==> src/rtl/fft_pkg.sv <==
`default_nettype none
// ============================================================================
//  Module      : fft_pkg
//  Description : Shared defaults, state encoding and bit-reversal helper for
//                the FFT reorder controller.
//  Revision    : 1.0
// ============================================================================
package fft_pkg;

    localparam int FFT_WORDSIZE = 16;
    localparam int FFT_ADDRSIZE = 8;
    localparam int FFT_NUMADDR  = 64;
    localparam int FFT_LOGN     = 6;

    typedef enum logic [0:0] {
        ST_WRITE = 1'b0,
        ST_READ  = 1'b1
    } state_e;

    // Reverses the low 'width' bits of v; bits above width come back zero.
    function automatic logic [31:0] bitrev(input logic [31:0] v, input int unsigned width);
        logic [31:0] r;
        r = '0;
        for (int i = 0; i < 32; i++) begin
            if (i < int'(width)) begin
                r = {r[30:0], v[i]};
            end
        end
        return r;
    endfunction

endpackage
`default_nettype wire

==> src/rtl/bitrev_ram_ctrl_if.sv <==
`default_nettype none
// ============================================================================
//  Module      : bitrev_ram_ctrl_if
//  Description : Sample stream in/out plus RAM port bundle of the reorder
//                controller. master = controller, slave = its surroundings.
//  Revision    : 1.0
// ============================================================================
interface bitrev_ram_ctrl_if
    import fft_pkg::*;
#(
    parameter int WORDSIZE = FFT_WORDSIZE,
    parameter int ADDRSIZE = FFT_ADDRSIZE
);
    logic                in_valid;
    logic                in_ready;
    logic [WORDSIZE-1:0] in_data;
    logic                out_valid;
    logic                out_ready;
    logic [WORDSIZE-1:0] out_data;
    logic                frame_done;
    logic [ADDRSIZE-1:0] ram_read_addr;
    logic [ADDRSIZE-1:0] ram_write_addr;
    logic                ram_rd_en;
    logic                ram_wr_en;
    logic                ram_cs;
    logic [WORDSIZE-1:0] ram_data_in;
    logic [WORDSIZE-1:0] ram_data_out;

    modport master (
        input  in_valid, in_data, out_ready, ram_data_out,
        output in_ready, out_valid, out_data, frame_done,
               ram_read_addr, ram_write_addr, ram_rd_en, ram_wr_en, ram_cs, ram_data_in
    );

    modport slave (
        output in_valid, in_data, out_ready, ram_data_out,
        input  in_ready, out_valid, out_data, frame_done,
               ram_read_addr, ram_write_addr, ram_rd_en, ram_wr_en, ram_cs, ram_data_in
    );

endinterface
`default_nettype wire

==> src/rtl/bitrev_ram_ctrl_fifo.sv <==
`default_nettype none
// ============================================================================
//  Module      : skid_fifo2
//  Description : Two-entry output FIFO with registered head; absorbs the RAM
//                read latency so the output stream has no bubbles.
//  Revision    : 1.0
// ============================================================================
module skid_fifo2 #(
    parameter int WIDTH = 16
) (
    input  wire logic             clk,
    input  wire logic             rst,
    input  wire logic             push_i,
    input  wire logic [WIDTH-1:0] push_data_i,
    input  wire logic             pop_i,
    output logic                  valid_o,
    output logic [WIDTH-1:0]      data_o,
    output logic [1:0]            occ_o
);
    logic [WIDTH-1:0] mem_q [2];
    logic             rd_ptr_q;
    logic             wr_ptr_q;
    logic [1:0]       occ_q;
    logic             do_pop;
    logic             do_push;

    assign do_pop  = pop_i & (occ_q != 2'd0);
    assign do_push = push_i & ((occ_q != 2'd2) | do_pop);

    always_ff @(posedge clk or posedge rst) begin
        if (rst) begin
            mem_q[0] <= '0;
            mem_q[1] <= '0;
            rd_ptr_q <= 1'b0;
            wr_ptr_q <= 1'b0;
            occ_q    <= 2'd0;
        end else begin
            if (do_push) begin
                mem_q[wr_ptr_q] <= push_data_i;
                wr_ptr_q        <= ~wr_ptr_q;
            end
            if (do_pop) begin
                rd_ptr_q <= ~rd_ptr_q;
            end
            occ_q <= occ_q + {1'b0, do_push} - {1'b0, do_pop};
        end
    end

    assign valid_o = (occ_q != 2'd0);
    assign data_o  = mem_q[rd_ptr_q];
    assign occ_o   = occ_q;

endmodule
`default_nettype wire

==> src/rtl/bitrev_ram_ctrl.sv <==
`default_nettype none
// ============================================================================
//  Module      : bitrev_ram_ctrl
//  Description : Half-duplex reorder controller: writes a frame at bit-reversed
//                addresses, then streams it back out in natural order.
//  Revision    : 1.0
// ============================================================================
module bitrev_ram_ctrl
    import fft_pkg::*;
#(
    parameter int WORDSIZE = FFT_WORDSIZE,
    parameter int ADDRSIZE = FFT_ADDRSIZE,
    parameter int NUMADDR  = FFT_NUMADDR,
    parameter int LOGN     = FFT_LOGN
) (
    input  wire logic           clk,
    input  wire logic           rst,
    bitrev_ram_ctrl_if.master   bus
);
    localparam logic [LOGN:0] CNT_FULL = (LOGN+1)'(NUMADDR);
    localparam logic [LOGN:0] CNT_LAST = (LOGN+1)'(NUMADDR - 1);

    state_e        state_q, state_d;
    logic [LOGN:0] wr_cnt_q, wr_cnt_d;
    logic [LOGN:0] rd_cnt_q, rd_cnt_d;
    logic [LOGN:0] pop_cnt_q, pop_cnt_d;
    logic          inflight_q, inflight_d;

    logic          in_ready;
    logic          wr_en;
    logic          rd_en;
    logic          frame_done;
    logic          pop;
    logic          issue;
    logic          fifo_valid;
    logic [1:0]    fifo_occ;
    logic [2:0]    pending;

    assign pop     = fifo_valid & bus.out_ready;
    assign pending = {1'b0, fifo_occ} + {2'b0, inflight_q};
    // Budget counts the slot freed by this cycle's pop, so steady state streams at full rate.
    assign issue   = (rd_cnt_q != CNT_FULL) && (pending < (3'd2 + {2'b0, pop}));

    always_ff @(posedge clk or posedge rst) begin
        if (rst) begin
            state_q    <= ST_WRITE;
            wr_cnt_q   <= '0;
            rd_cnt_q   <= '0;
            pop_cnt_q  <= '0;
            inflight_q <= 1'b0;
        end else begin
            state_q    <= state_d;
            wr_cnt_q   <= wr_cnt_d;
            rd_cnt_q   <= rd_cnt_d;
            pop_cnt_q  <= pop_cnt_d;
            inflight_q <= inflight_d;
        end
    end

    always_comb begin
        state_d    = state_q;
        wr_cnt_d   = wr_cnt_q;
        rd_cnt_d   = rd_cnt_q;
        pop_cnt_d  = pop_cnt_q;
        inflight_d = 1'b0;
        in_ready   = 1'b0;
        wr_en      = 1'b0;
        rd_en      = 1'b0;
        frame_done = 1'b0;
        case (state_q)
            ST_WRITE: begin
                in_ready = 1'b1;
                wr_en    = bus.in_valid;
                if (wr_en) begin
                    if (wr_cnt_q == CNT_LAST) begin
                        state_d  = ST_READ;
                        wr_cnt_d = '0;
                    end else begin
                        wr_cnt_d = wr_cnt_q + 1'b1;
                    end
                end
            end
            ST_READ: begin
                rd_en      = issue;
                inflight_d = issue;
                if (issue) begin
                    rd_cnt_d = rd_cnt_q + 1'b1;
                end
                if (pop) begin
                    if (pop_cnt_q == CNT_LAST) begin
                        frame_done = 1'b1;
                        state_d    = ST_WRITE;
                        wr_cnt_d   = '0;
                        rd_cnt_d   = '0;
                        pop_cnt_d  = '0;
                    end else begin
                        pop_cnt_d = pop_cnt_q + 1'b1;
                    end
                end
            end
            default: state_d = ST_WRITE;
        endcase
    end

    skid_fifo2 #(
        .WIDTH (WORDSIZE)
    ) u_fifo (
        .clk         (clk),
        .rst         (rst),
        .push_i      (inflight_q),
        .push_data_i (bus.ram_data_out),
        .pop_i       (pop),
        .valid_o     (fifo_valid),
        .data_o      (bus.out_data),
        .occ_o       (fifo_occ)
    );

    assign bus.in_ready       = in_ready;
    assign bus.out_valid      = fifo_valid;
    assign bus.frame_done     = frame_done;
    assign bus.ram_wr_en      = wr_en;
    assign bus.ram_rd_en      = rd_en;
    assign bus.ram_cs         = rd_en | wr_en;
    assign bus.ram_data_in    = bus.in_data;
    assign bus.ram_write_addr = ADDRSIZE'(bitrev(32'(wr_cnt_q[LOGN-1:0]), LOGN));
    assign bus.ram_read_addr  = ADDRSIZE'(rd_cnt_q);

endmodule
`default_nettype wire

==> src/flat_wrapper.sv <==
// flat-port wrapper written by rule: the top's interface ports become plain ports
module bitrev_ram_ctrl_flat import fft_pkg::*;
#(
    parameter int WORDSIZE = FFT_WORDSIZE,
    parameter int ADDRSIZE = FFT_ADDRSIZE,
    parameter int NUMADDR  = FFT_NUMADDR,
    parameter int LOGN     = FFT_LOGN
)
  (clk, rst, bus_in_valid, bus_in_data, bus_out_ready, bus_ram_data_out, bus_in_ready, bus_out_valid, bus_out_data, bus_frame_done, bus_ram_read_addr, bus_ram_write_addr, bus_ram_rd_en, bus_ram_wr_en, bus_ram_cs, bus_ram_data_in);
  bitrev_ram_ctrl_if #(.WORDSIZE(WORDSIZE), .ADDRSIZE(ADDRSIZE)) bus_i ();
  input  wire logic clk;
  input  wire logic rst;
  input wire logic [$bits(bus_i.in_valid)-1:0] bus_in_valid;
  input wire logic [$bits(bus_i.in_data)-1:0] bus_in_data;
  input wire logic [$bits(bus_i.out_ready)-1:0] bus_out_ready;
  input wire logic [$bits(bus_i.ram_data_out)-1:0] bus_ram_data_out;
  output wire logic [$bits(bus_i.in_ready)-1:0] bus_in_ready;
  output wire logic [$bits(bus_i.out_valid)-1:0] bus_out_valid;
  output wire logic [$bits(bus_i.out_data)-1:0] bus_out_data;
  output wire logic [$bits(bus_i.frame_done)-1:0] bus_frame_done;
  output wire logic [$bits(bus_i.ram_read_addr)-1:0] bus_ram_read_addr;
  output wire logic [$bits(bus_i.ram_write_addr)-1:0] bus_ram_write_addr;
  output wire logic [$bits(bus_i.ram_rd_en)-1:0] bus_ram_rd_en;
  output wire logic [$bits(bus_i.ram_wr_en)-1:0] bus_ram_wr_en;
  output wire logic [$bits(bus_i.ram_cs)-1:0] bus_ram_cs;
  output wire logic [$bits(bus_i.ram_data_in)-1:0] bus_ram_data_in;
  assign bus_i.in_valid = bus_in_valid;
  assign bus_i.in_data = bus_in_data;
  assign bus_i.out_ready = bus_out_ready;
  assign bus_i.ram_data_out = bus_ram_data_out;
  assign bus_in_ready = bus_i.in_ready;
  assign bus_out_valid = bus_i.out_valid;
  assign bus_out_data = bus_i.out_data;
  assign bus_frame_done = bus_i.frame_done;
  assign bus_ram_read_addr = bus_i.ram_read_addr;
  assign bus_ram_write_addr = bus_i.ram_write_addr;
  assign bus_ram_rd_en = bus_i.ram_rd_en;
  assign bus_ram_wr_en = bus_i.ram_wr_en;
  assign bus_ram_cs = bus_i.ram_cs;
  assign bus_ram_data_in = bus_i.ram_data_in;
  bitrev_ram_ctrl #(.WORDSIZE(WORDSIZE), .ADDRSIZE(ADDRSIZE), .NUMADDR(NUMADDR), .LOGN(LOGN)) u_core (.clk(clk), .rst(rst), .bus(bus_i));
endmodule
==> config.mk <==
export PLATFORM = sky130hd
export DESIGN_NAME = bitrev_ram_ctrl_flat
export DESIGN_NICKNAME = d
export VERILOG_FILES = /design/src/rtl/fft_pkg.sv /design/src/rtl/bitrev_ram_ctrl_if.sv /design/src/rtl/bitrev_ram_ctrl_fifo.sv /design/src/rtl/bitrev_ram_ctrl.sv /design/src/flat_wrapper.sv
export SDC_FILE = /design/constraint.sdc
export NUM_CORES = 1
export LEC_CHECK = 0
export BUFFER_PORTS_ARGS = -buffer_cell sky130_fd_sc_hd__buf_2
export CAP_MARGIN = 20
export CORE_UTILIZATION = 52
export DETAILED_ROUTE_END_ITERATION = 10
export GPL_ROUTABILITY_DRIVEN = 1
export PLACE_DENSITY = 0.82
export SYNTH_ARGS = -nofsm -noshare
export SYNTH_HDL_FRONTEND = slang
export SYNTH_HIERARCHICAL = 1
export SYNTH_SLANG_ARGS = --single-unit
export TNS_END_PERCENT = 1
==> constraint.sdc <==
create_clock -name clk -period 3.12 [get_ports clk]
set_input_delay 0.936 -clock clk [delete_from_list [all_inputs] [get_ports clk]]
set_output_delay 0.936 -clock clk [all_outputs]
set_load 0.01 [all_outputs]
* Word level (Yosys, flattened, before mapping)
Index checks and enable logic that the tools add are counted.
Storage, ports and cells: flip-flop bits (word level) 59, output and inout port bits 54, word-level logic and storage cells 69, input port bits 36
Operators by class: multiplexer cells 26, reduce and logical (&&, ||, !) cells 5, bitwise operators 10, $add $sub $neg 7, equality and inequality tests 7, $lt $le $gt $ge 4
Operators with widths (number):
- $mux W16 | 4
- $mux W7 | 8
- $bwmux W32 | 1
- $add A7 B1 Y7 const B | 3
- $demux W16 S1 | 1
- $eq A7 B6 Y1 const B | 2
- $pmux W7 S2 | 1
- $mux W1 | 10
- $ne A2 B2 Y1 const B | 4
- $ne A7 B7 Y1 const B | 1
- $ge A2 B2 Y1 const B | 2
- $not A1 Y2 | 2
- $add A2 B1 Y3 | 1
- $add A2 B1 Y3 const A | 1
- $and A1 B1 Y1 | 3
- $lt A3 B3 Y1 | 1
- $not A1 Y1 | 3
- $reduce_and A3 Y1 | 1
- $add A2 B1 Y2 | 1
- $logic_and A1 B1 Y1 | 2
- $lt A2 B1 Y1 const B | 1
- $or A1 B1 Y1 | 2
- $pmux W1 S2 | 1
- $reduce_and A2 Y1 | 1
- other kinds (2) | 2

* Longest topological paths before layout
depth after elaboration 8, mapped depth 10, gate-level depth less buffers 10

* Cells and area by module
The synthesis kept the hierarchy.
By module, submodules not included:
- skid_fifo2 | area an instance 1595.3 µm², instances 1, cells an instance 117
- bitrev_ram_ctrl | area an instance 1486.4 µm², instances 1, cells an instance 164

* Least setup slack after synthesis
No wires, ideal clock.
kind input to output, from input port bus_out_ready, to output port bus_ram_cs, data required time 2.184 ns, data arrival time 1.610 ns, buffers on the path 0, stages on the path 4, path slack 0.574 ns, path through nand2_1 o21ai_0 nand2_1 o21ai_0
On the way: word-level cells in the longest chain between the ends 6
Ends and longest elaborated chain:
- start: declaration | line flat_wrapper.sv:15 | input wire logic [$bits(bus_i.out_ready)-1:0] bus_out_ready;
- $and A1 B1 Y1 | line bitrev_ram_ctrl.sv:39 | assign pop = fifo_valid & bus.out_ready;
- $add A2 B1 Y3 | line bitrev_ram_ctrl.sv:42 | assign issue = (rd_cnt_q != CNT_FULL) && (pending < (3'd2 + {2'b0, pop}));
- $lt A3 B3 Y1 | line bitrev_ram_ctrl.sv:42
- $logic_and A1 B1 Y1 | line bitrev_ram_ctrl.sv:42
- $mux W1 | line bitrev_ram_ctrl.sv:70 | case (state_q)
- $or A1 B1 Y1 | line bitrev_ram_ctrl.sv:123 | assign bus.ram_cs = rd_en | wr_en;
- end: declaration | line flat_wrapper.sv:25 | output wire logic [$bits(bus_i.ram_cs)-1:0] bus_ram_cs;
Every way passes these cells.

* Worst setup path after layout
from register u_core.u_fifo.occ_q[0] (netlist: u_core/u_fifo/occ_o[0]), to output port bus_ram_rd_en
On the way: word-level cells in the longest chain between the ends 6, elaborated cells on any way between the ends 7
Ends and longest elaborated chain:
- start: declaration | line bitrev_ram_ctrl_fifo.sv:23 | logic [1:0] occ_q;
- start signal: assignment | line bitrev_ram_ctrl_fifo.sv:45 | occ_q <= occ_q + {1'b0, do_push} - {1'b0, do_pop};
- $reduce_bool A2 Y1 | line bitrev_ram_ctrl_fifo.sv:49 | assign valid_o = (occ_q != 2'd0);
- $and A1 B1 Y1 | line bitrev_ram_ctrl.sv:39
- $add A2 B1 Y3 | line bitrev_ram_ctrl.sv:42
- $lt A3 B3 Y1 (*) | line bitrev_ram_ctrl.sv:42
- $logic_and A1 B1 Y1 (*) | line bitrev_ram_ctrl.sv:42
- $mux W1 (*) | line bitrev_ram_ctrl.sv:70
- end: declaration | line flat_wrapper.sv:23 | output wire logic [$bits(bus_i.ram_rd_en)-1:0] bus_ram_rd_en;
Every way passes the cells marked *; elsewhere a longest branch is shown, timed or not.

==> summary.txt <==
GRT
  • GR Util All Layers: around a fifth
  • GR Overflow Total: 0
  • Initial antenna violation count: 0
  • Number of global-route vias before repair: between 2k and 2.5k
  • Largest net degree at the start of global routing: 37
  • First-pass GRT wire length: between 10000 and 15000 um

Yosys
  • Ys Warns: 6
  • Syn Inst Count: between 200 and 300
  • Count of cell types in the netlist: 43
  • Synth async-reset ratio: between 90% and 100%
  • Avg Cell Area, Syn: 11.0 um2
  • Most used DFF post-synth: dfrtp_1
  • Number of synthesized register bits: 59
  • Number of synthesized flops with an enable pin: 0
  • Seq/Total Area, Yosys: between 40% and 50%
  • Post-Syn Area: between 3000 and 4000 um2

STA
  • Max Slew Vio Count: 0
  • Setup Skew: around 9.5 ps
  • Final setup viols: 0
  • Final Hold Violating Endpoints: 0
  • Relative slew slack: 41.9%
  • Post-route setup slack: around 200 ps
  • F_max: around 0.34 GHz
  • Final period util: around 93%
  • Crit path time final: between 2000 and 3000 ps
  • Slew @ Worst Pin: 871 ps
  • Hold WS: roughly 490 ps
  • RSZ-0062 raised after global routing: false
  • Setup_tns: 0 ps

Finish
  • Final net count: roughly 370
  • Antenna fix cells: 0
  • Commonest non-fill, non-tap cell in the layout: dfrtp_1
  • Syn-to-layout area delta: 12.3%
  • Most frequent cells in the layout: 59 x dfrtp_1, 54 x buf_2, 39 x mux2_2
  • # fillers: 479
  • Layout cell share with drive strength beyond 1: between 30 and 40%
  • Final Cell Area: around 3500 um2

Setup path
  • Crit start category: flip-flop
  • Crit-path cells: ha_1 -> ha_1 -> a31oi_1 -> nand2_1 -> nor2_1 -> buf_2
  • Nature of the critical path endpoint: output pin
  • Top cell family by delay on the critical path: flip-flops
  • Worst EP arrival: 1980 ps
  • CP bufs+invs: 1
  • Critical Path Max Stage Delay: 450 ps
  • Critical Path Start: u_core/u_fifo/occ_o[0]
  • CP Max Fanout: 5
  • Reg-to-Reg Start: u_core/u_fifo/occ_o[1]
  • Crit path max-delay cell type: dfrtp_1
  • Most used cell, CP: ha_1
  • WP data required: between 2000 and 2500 ps
  • Critical path class: flip-flop to output pin

CTS
  • Hold Buf Count CTS: 0
  • CTS max path bufs: 2
  • Clock slew at the register clock pins of the worst setup and hold paths: 60 ps
  • Post-CTS Resized: 0
  • CTS Buf Count: 9
  • CTS root buf: clkbuf_8
  • Post-CTS setup repair buffer count: 0
  • Sinks on Clock Net: 59
  • H-tree levels: 3
  • CTS tree: yes
  • Clk Latency, worst-skew pair: about 330 ps

Floorplanning
  • Core area: 5610 um2
  • Die H: a little under 80 um
  • Die Wd: 79.0 um
  • Boundary Pins: 90
  • Row cnt: 27
  • Initial Util: approximately 55%
  • Die Area: 6240 um2

Status
  • Status: complete, no violations

Placement
  • Hpwl dp: ~4200 um
  • RD Place Congestion: roughly 0.79
  • DP Area: 3260 um2
  • Pre-CTS setup slack: 301 ps
  • I/O Buffers: 54

Hold path
  • Min-delay worst type: flip-flop to flip-flop
  • Hold wc startpoint: u_core/u_fifo/wr_ptr_q

Pwr
  • Leakage: around 1.6 nW
  • Power Dens Cells: between 1000 and 1500 nW/um2
  • Max VDD drop: 0.495 mV
  • Power Total: between 3 and 4 mW

Routing
  • Drt wl/cell: ~15 um
  • Starting DRT DRC Count: approximately 110
  • WL final: 5940 um
  • DR vias: about 2.2k
  • Drt pass-1 iters: 4
  • # DRC: 0
  • Vias/cell: between 5 and 6
  • Detail Route Antenna Nets: 0

Job
  • Max-cap violations: 0
-- flip-flops by register name (all words and copies together) (netlist names) --
register / count
u_core/pop_cnt_q: 7
u_core/u_fifo/mem_q: 32
u_core/rd_cnt_q: 7
u_core/u_fifo/rd_ptr_q: 1
u_core/state_q: 1
u_core/u_fifo/occ_o: 2
u_core/u_fifo/wr_ptr_q: 1
u_core/wr_cnt_q: 7
u_core/inflight_q: 1
-- power by group --
part,internal (mW),switching (mW),total (mW)
combinational,0.778,0.748,1.53
clock,0.316,0.317,0.633
sequential,1.12,0.313,1.43
total,2.21,1.38,3.59
-- final cells by class --
type                    instances  area, um2  share of cell area (%)
clock buffers                  10        138                    3.98
clock inverters                 6       47.5                    1.37
inverters                      12       45.0                    1.30
multi-input cells             181       1350                    38.9
flip-flops and latches         59       1480                    42.7
well taps                      72       90.1                    2.60
repair buffers                 60        319                    9.22
-- synth_stat cells (all sizes together), types with 2 or more instances --
master / count / share of area (%)
dfrtp: 59 / 48
mux2: 39 / 14
buf: 28 / 6.9
nand2: 27 / 3.3
o21ai: 15 / 2.4
inv: 12 / 1.5
nand3: 10 / 1.6
nor2: 10 / 1.3
ha: 8 / 3.2
a21oi: 6 / 0.97
and2: 5 / 1.0
xnor2: 5 / 1.4
and3: 4 / 0.81
nand2b: 4 / 0.81
nand4: 4 / 0.81
o31ai: 4 / 0.97
a21o: 3 / 0.73
clkbuf: 3 / 0.37
mux2i: 3 / 0.97
nor3: 3 / 0.49
nor4: 3 / 0.81
o21a: 3 / 0.73
o22ai: 3 / 0.61
xor2: 3 / 0.85
a31oi: 2 / 0.61
and4b: 2 / 0.65
nor3b: 2 / 0.85
or4: 2 / 0.49
-- cells by family after synthesis --
logic type / share of synthesized area, %
adders and majority gates: 3.25
other: 0.122
DFF: 47.9
muxes: 15.2
AOI/OAI and AO/OA: 8.57
xor gates and xnor gates: 2.27
buffers and inverters: 8.69
and+or+nand+nor: 14.0
-- path summary, 6_finish.rpt --
kind	endpoint	slack, ps	cells after the start
worst max-delay path	bus_ram_rd_en	200	6
worst min-delay path	u_core/u_fifo/wr_ptr_q	490	1
worst max register to register	u_core/u_fifo/occ_o[1]	650	10
worst min register to register	u_core/u_fifo/wr_ptr_q	490	1
max in group asynchronous	u_core/pop_cnt_q[2]	1790	2
min in group asynchronous	u_core/u_fifo/occ_o[0]	700	3
-- worst register-to-register path, cell delays in order, from the launching register on --
cell	delay [ps]
dfrtp_1	440
or2_2	370
nand2_1	120
inv_1	100
or3b_2	520
nand2_1	140
ha_1	240
inv_1	60
ha_1	140
xnor2_1	130
xnor2_1	130
-- metal layers --
| metal | track usage, % | vias up | routed length [um] |
|---|---|---|---|
| li1 | - | 1045 | - |
| met1 | 26.6 | 1109 | 2620 |
| met2 | 33.8 | 76 | 2860 |
| met3 | 6.32 | 12 | 400 |
| met4 | 7.64 | 0 | 59 |
| met5 | 0 | - | 0 |
-- through the flow --
stage	utilization [%]	cells
final	61.7	400
after global placement	58.2	383
after global routing	61.7	400
after CTS	61.5	399
after detailed placement	58.2	383
after floorplan	-	283
No activity file was read; power rests on OpenSTA's default activity.
